===== config.mk =====
export PLATFORM = sky130hd
export DESIGN_NAME = clk_ratio_meter
export DESIGN_NICKNAME = d
export VERILOG_FILES = /design/src/rtl/clk_ratio_meter.sv
export SDC_FILE = /design/constraint.sdc
export NUM_CORES = 1
export LEC_CHECK = 0
export CORE_ASPECT_RATIO = 1.4
export CORE_MARGIN = 2
export CORE_UTILIZATION = 54
export DETAILED_ROUTE_END_ITERATION = 16
export GPL_TIMING_DRIVEN = 0
export HOLD_SLACK_MARGIN = 0.15
export PLACE_DENSITY = 0.77
export SLEW_MARGIN = 10
export SYNTH_ARGS = -nofsm -noshare
export SYNTH_HDL_FRONTEND = slang
export SYNTH_SLANG_ARGS = --single-unit

===== constraint.sdc =====
create_clock -name clkin -period 3.2 [get_ports clkin]
set_input_delay 0.48 -clock clkin [delete_from_list [all_inputs] [get_ports clkin]]
set_output_delay 0.48 -clock clkin [all_outputs]
set_load 0.03 [all_outputs]

===== src/rtl/clk_ratio_meter.sv =====
// clk_ratio_meter: measures period and high time of an async clock
// in clkin cycles, with frequency lock and loss-of-clock flags.
module clk_ratio_meter #(
  parameter int CNT_W       = 16,
  parameter int SYNC_STAGES = 2,
  parameter int TIMEOUT     = 1024,
  parameter int LOCK_CNT    = 4,
  parameter int TOL         = 1
) (
  input  logic             clkin,
  input  logic             rst_n,
  input  logic             meas_en,
  input  logic             sig_in,
  output logic [CNT_W-1:0] period,
  output logic [CNT_W-1:0] high_time,
  output logic             period_valid,
  output logic             locked,
  output logic             lost
);

  localparam int MW = $clog2(LOCK_CNT + 1);

  localparam logic [CNT_W-1:0] CMAX  = '1;
  localparam logic [CNT_W-1:0] TO_V  = CNT_W'(TIMEOUT);
  localparam logic [CNT_W-1:0] TOL_V = CNT_W'(TOL);
  localparam logic [MW-1:0]    LCK_V = MW'(LOCK_CNT);

  typedef enum logic [1:0] {
    IDLE,
    WAIT_EDGE,
    MEASURE,
    LOST
  } state_t;

  state_t state;

  logic [SYNC_STAGES-1:0] sync_q;
  logic                   s;
  logic                   s_d;
  logic                   rise;
  logic                   fall;

  logic [CNT_W-1:0] pcnt;
  logic [CNT_W-1:0] hcnt;
  logic [CNT_W-1:0] diff;
  logic             in_tol;
  logic             tmo;

  logic [MW-1:0] match_cnt;
  logic [MW-1:0] match_nx;

  assign s    = sync_q[SYNC_STAGES-1];
  assign rise = s & ~s_d;
  assign fall = ~s & s_d;

  // Synchronize sig_in and keep one delayed copy for edge detect
  always_ff @(posedge clkin or negedge rst_n) begin
    if (!rst_n) begin
      sync_q <= '0;
      s_d    <= 1'b0;
    end else begin
      sync_q <= {sync_q[SYNC_STAGES-2:0], sig_in};
      s_d    <= s;
    end
  end

  // Period and high-time counters, restarted by each rising edge
  always_ff @(posedge clkin or negedge rst_n) begin
    if (!rst_n) begin
      pcnt <= '0;
      hcnt <= '0;
    end else if (state == IDLE) begin
      pcnt <= '0;
      hcnt <= '0;
    end else begin
      if (rise) begin
        pcnt <= CNT_W'(1);
      end else if (pcnt != CMAX) begin
        pcnt <= pcnt + CNT_W'(1);
      end
      if (rise) begin
        hcnt <= CNT_W'(1);
      end else if (s && hcnt != CMAX) begin
        hcnt <= hcnt + CNT_W'(1);
      end
    end
  end

  // Distance of the new period from the previous one
  always_comb begin
    diff = '0;
    if (pcnt >= period) begin
      diff = pcnt - period;
    end else begin
      diff = period - pcnt;
    end
  end

  assign in_tol   = (diff <= TOL_V);
  assign tmo      = (pcnt == TO_V);
  assign match_nx = (match_cnt == LCK_V) ?
                    match_cnt : match_cnt + MW'(1);

  // Measurement FSM with registered outputs
  always_ff @(posedge clkin or negedge rst_n) begin
    if (!rst_n) begin
      state        <= IDLE;
      period       <= '0;
      high_time    <= '0;
      period_valid <= 1'b0;
      locked       <= 1'b0;
      lost         <= 1'b0;
      match_cnt    <= '0;
    end else begin
      period_valid <= 1'b0;
      if (!meas_en) begin
        state     <= IDLE;
        locked    <= 1'b0;
        lost      <= 1'b0;
        match_cnt <= '0;
      end else begin
        unique case (state)
          IDLE: begin
            state <= WAIT_EDGE;
          end
          WAIT_EDGE: begin
            if (rise) begin
              state <= MEASURE;
            end else if (tmo) begin
              state     <= LOST;
              lost      <= 1'b1;
              locked    <= 1'b0;
              match_cnt <= '0;
            end
          end
          MEASURE: begin
            if (rise) begin
              period       <= pcnt;
              period_valid <= 1'b1;
              if (in_tol) begin
                match_cnt <= match_nx;
                if (match_nx == LCK_V) begin
                  locked <= 1'b1;
                end
              end else begin
                match_cnt <= '0;
                locked    <= 1'b0;
              end
            end else if (tmo) begin
              state     <= LOST;
              lost      <= 1'b1;
              locked    <= 1'b0;
              match_cnt <= '0;
            end
            if (fall) begin
              high_time <= hcnt;
            end
          end
          LOST: begin
            locked    <= 1'b0;
            match_cnt <= '0;
            if (rise) begin
              state <= MEASURE;
              lost  <= 1'b0;
            end
          end
        endcase
      end
    end
  end

endmodule

# Yosys cells after proc, flatten, opt, wreduce, memory -nomap -nowiden

Cells that the tools add are included.
Widths: inputs -> output; s select.

Output and inout bits: 35
Input bits: 4
Word-level logic and storage cells: 84
Register bits: 75

Bitwise operators: 4
Reduce and logical (&&, ||, !) cells: 11
Add/sub/neg operators: 5
Equal/unequal tests: 16
$lt $le $gt $ge: 2
Multiplexer cells: 35

Operators by type and width:

| cell                  | count |
|---|---|
| $mux 16               | 7 |
| $add 16x1->16 const B | 2 |
| $ne 16x16->1 const B  | 2 |
| $sub 16x16->16        | 2 |
| $mux 3                | 6 |
| $eq 16x11->1 const B  | 1 |
| $ge 16x16->1          | 1 |
| $le 16x1->1 const B   | 1 |
| $mux 1                | 13 |
| $ne 3x3->1 const B    | 4 |
| $mux 2                | 5 |
| $pmux 3 s3            | 1 |
| $reduce_and 3->1      | 3 |
| $pmux 2 s4            | 1 |
| $eq 3x3->1 const B    | 2 |
| $ne 3x2->1 const B    | 2 |
| $reduce_bool 3->1     | 2 |
| $ne 5x5->1 const B    | 1 |
| $eq 2x2->1 const B    | 2 |
| $ne 4x1->1 const B    | 1 |
| $reduce_and 2->1      | 2 |
| $reduce_and 4->1      | 1 |
| $add 3x1->3 const B   | 1 |
| $pmux 1 s3            | 1 |
| other kinds (7)       | 9 |

# Logic depth before layout (Yosys ltp)

Word-level depth: 8
Mapped depth: 14
Gate-level depth less buffers: 14

# Least setup slack after synthesis

OpenSTA, ideal clock, no wires.

Path kind: reg-to-reg
Start: register period[1]
End: register locked
Setup slack: -0.073 ns
Required time: 3.134 ns
Arrival time: 3.206 ns
Cell stages (with the launch flop): 13
Clock period less this slack: 3.273 ns
Library setup time: 0.066 ns
Path buffers: 0
Cell sequence: dfrtp_1 > inv_1 > fa_1 > a21o_1 > a21o_1 > o21a_1 > o311ai_2 > nand2_2 > or4_4 > o31ai_4 > nand2_1 > o31ai_1 > a22o_1

Longest elaborated chain between the ends: 7
Elaborated cells on any way between the ends: 11
Classes of those cells: add/sub (2); order compare (2); eq/ne (1); mux (5); reduce/logical (1)

Ends and longest elaborated chain:

| element                                      | line | source |
|---|---|---|
| start: declaration                           | 14   | `output logic [CNT_W-1:0] period,` |
| start signal: assignment                     | 138  | `period <= pcnt;` |
| $sub 16x16->16, or another cell as far along | 95   | `diff = period - pcnt;` |
| $mux 16 *                                    | 92   | `if (pcnt >= period) begin` |
| $le 16x1->1 *                                | 99   | `assign in_tol = (diff <= TOL_V);` |
| $mux 1                                       | 140  | `if (in_tol) begin` |
| $mux 1                                       | 137  | `if (rise) begin` |
| $pmux 1 s3                                   | 122  | `unique case (state)` |
| $mux 1                                       | 116  | `if (!meas_en) begin` |
| end signal: assignment                       | 118  | `locked <= 1'b0;` |
| end signal: assignment                       | 143  | `locked <= 1'b1;` |
| end signal: assignment                       | 147  | `locked <= 1'b0;` |
| end: declaration                             | 17   | `output logic locked,` |

Every way passes the cells marked *; elsewhere a longest branch is shown, timed or not.
A chain may end at the register's enable or synchronous reset.

# Worst setup path in the final report

Start: register pcnt[0]
End: register locked

Longest elaborated chain between the ends: 7
Elaborated cells on any way between the ends: 14
Classes of those cells: add/sub (2); order compare (2); eq/ne (2); mux (7); reduce/logical (1)

Ends and longest elaborated chain:

| element                                      | line | source |
|---|---|---|
| start: declaration                           | 43   | `logic [CNT_W-1:0] pcnt;` |
| start signal: assignment                     | 79   | `pcnt <= pcnt + CNT_W'(1);` |
| $sub 16x16->16, or another cell as far along | 95   |  |
| $mux 16                                      | 92   |  |
| $le 16x1->1                                  | 99   |  |
| $mux 1                                       | 140  |  |
| $mux 1                                       | 137  |  |
| $pmux 1 s3                                   | 122  |  |
| $mux 1                                       | 116  |  |

Several ways; a longest one is shown, not always the timed one. The select of a mux whose other input is x is not followed.

==> flow_summary.ini <==
[synthesis]
synthesis.area_mm2 = 0.00527
yosys_warnings = 0
ys_ff_latch = 75
synth_area_leader_cell = dfrtp_1
synth_compound_area_share_pct = 19.4
synth.area.top_cells = dfrtp_1 36%, ha_1 9.5%, a21oi_1 4.6%
async_reset_ff_share_pct = 100
synth_adder_area_share_pct = 10.3
synthMuxAreaShare_pct = 5.03
synth.distinct_cells = 63
yosysTopAreaCellShare_pct = 35.6
synth-main-ff-cell = dfrtp_1
synth_cells = 599
synth-simple-area-share_pct = 17.7
avgSynthCellArea_um2 = 8.80
synth_nets = 645
synth_enable_flop_cells = 0
synth_top_family_by_area = compound AO/OA/AOI/OAI gates
synth_xor_area_share_pct = 6.31
ys_seq_area_share_pct = 35.6

[global_route]
grt_pass1_wl_um = 22300
grt_max_degree = 53
grt-ovfl-total = 0
grt_pass1_vias = 4725
grt_usage_pct = 27.0
antenna_found_initial = 0

[finish]
antenna_cells = 0
final_cells = 780
drive_gt1_share_pct = 16.4
multiInputGateArea_mm2 = 0.00328
layout_commonest_cell = dfrtp_1
area_growth_pct = 22.5
regArea_mm2 = 0.00188
fillers = 746
fin_nets = 711
layout_common_cells = 71 x dfrtp_1, 52 x nor2_1, 47 x nand2_1

[pwr]
leakage_nw = 2.87
peakVddDrop_mv = 0.397
powerDensity_mw_per_mm2 = 402
power_mw = 2.60

[setup_path]
end_kind = flip-flop
worst-setup-path-type = reg -> reg
worstPathArrival_ps = 3620
cp_max_fo = 3
critPathRequiredTime_ps = 3470
crit_path_start_kind = flip-flop
reg2reg_depth = 15

[route]
dr.pass1.iters = 5
ant_nets = 0
post_drt_wl_per_cell_um = 17.8
vias = 4740
vias_per_cell = 6.08
totalWireLength_um = 13900
drcViolationCount = 0
first_iter_violations = 278

[sta]
final.period_utilization_pct = 105
final.setup.tns_ps = -554
layout_setup_ws_ps = -150
relSlewSlack_pct = 59.5
report.final.slew_viol_count = 0
post-route-min-period_ps = 3350
rsz0062_at_grt = true
tightest_slew_ps = 607
setup_viol = 4
max_freq_mhz = 299
hold_viol = 0
skew_ps = 7.87

[clocking]
clkLatencyLatePin_ps = 340
root_buffer = clkbuf_16
clock_sinks = 75
htreeDepth = 3
cts_tree = done
cts_buffers = 9
clk_pin_slew_ps = 60
cts_buffer_depth = 2

[floorplanning]
core_area_mm2 = 0.00946
die_y_um = 121
ioPinCount = 39
die_w_um = 87.5
fp.dieArea_mm2 = 0.0106
rows = 42
initial_core_util_pct = 55.7

[run_status]
status = finished with violations
violations = negative setup slack

[placed_design]
port_buffers = 38
dp_hpwl_um = 10300
dp_cells = 748
dp_slack_ps = -877
gp_congestion = 0.971

[worst_hold_path]
holdPathStages = 0
hp-class = reg -> reg

[flow_run]
cap_viol_max_count = 0
==> final cells by class <==
| class | instances | area share [%] |
|---|---|---|
| Buffer | 21 | 1.67 |
| Sequential cell | 75 | 29.1 |
| Multi-Input combinational cell | 451 | 50.8 |
| Tap cell | 110 | 2.13 |
| Clock inverter | 4 | 0.736 |
| Clock buffer | 12 | 4.13 |
| Timing Repair Buffer | 57 | 8.47 |
| Inverter | 50 | 2.91 |
==> path summary, 6_finish.rpt <==
check / start / end / slack (ps)
worst min register to register: sync_q[0]$_DFF_PN0_ / sync_q[1]$_DFF_PN0_ / 360
min in group asynchronous: rst_n / match_cnt[2]$_DFFE_PN0P_ / 590
worst max-delay path: pcnt[0]$_DFFE_PN0P_ / locked$_DFFE_PN0P_ / -150
worst min-delay path: sync_q[0]$_DFF_PN0_ / sync_q[1]$_DFF_PN0_ / 360
worst max register to register: pcnt[0]$_DFFE_PN0P_ / locked$_DFFE_PN0P_ / -150
max in group asynchronous: rst_n / pcnt[1]$_DFFE_PN0P_ / 2030
==> metal layers <==
| layer | up-vias | GRT usage (%) | share of wire, % |
|---|---|---|---|
| li1 | 2261 | - | - |
| met1 | 2273 | 30.7 | 40 |
| met2 | 155 | 48.3 | 51 |
| met3 | 51 | 3.47 | 3.0 |
| met4 | 0 | 13.8 | 5.6 |
| met5 | - | 0 | 0 |
==> logic make-up (layout without fill, tap and decap cells) <==
group	Yosys count	after routing
and+or+nand+nor	191	191
buffers and inverters	73	144
xor gates and xnor gates	38	38
adders and majority gates	42	42
AOI/OAI and AO/OA	156	156
DFF	75	75
muxes	24	24
==> registers in the layout, summed over array words and instances (netlist names) <==
signal / count
s_d: 1
high_time: 16
state: 2
match_cnt: 3
period_valid: 1
pcnt: 16
locked: 1
sync_q: 2
lost: 1
period: 16
hcnt: 16
==> critical path, stage by stage (launching register included) <==
cell and delay [ps]:
dfrtp_2 430, inv_2 80, ha_4 130, inv_2 40
fa_2 380, a21o_1 190, buf_4 150, a221oi_4 280
buf_4 180, o221ai_2 100, xnor2_1 160, a2111oi_4 340
a22oi_2 150, or2_4 280, o31ai_2 210, a22o_1 170
==> cell usage after synthesis, drive strengths merged, types with 3 or more instances <==
library cell,n
a2111oi,5
a211oi,8
a21o,11
a21oi,48
a221oi,3
a311oi,3
a31oi,3
and2,3
and3,13
and4,5
buf,7
clkbuf,16
dfrtp,75
ha,40
inv,50
mux2,20
mux2i,4
nand2,48
nand2b,4
nand3,19
nand3b,3
nand4,15
nor2,53
nor3,12
nor4,7
o211ai,3
o21a,5
o21ai,39
o21bai,3
o311ai,3
o31ai,4
or3,3
xnor2,24
xor2,14
==> power by group <==
group / internal (mW) / switching [mW]
logic: 0.253 / 0.324
registers: 0.964 / 0.0203
clock network: 0.664 / 0.372
total: 1.88 / 0.716
==> through the flow <==
stage | instance area, µm² | utilization [%] | hold WS, ps
global route | 6460 | 68.3 | 364
detailed placement | 5820 | 61.5 | 350
floorplan | 5280 | - | 184
global placement | 5790 | 61.2 | 336
CTS | 6340 | 67.0 | 355
finish | 6460 | 68.3 | 362
==> what timing repair did <==
item                                   CTS  global route
gates resized for setup                 34            13
setup endpoints to repair                4             4
buffers inserted                         9             8
pin swaps                               20            21
hold buffers                             1             0
gates cloned                             0             0
endpoints found under the hold margin   23             0
(Power assumes the default switching activity.)
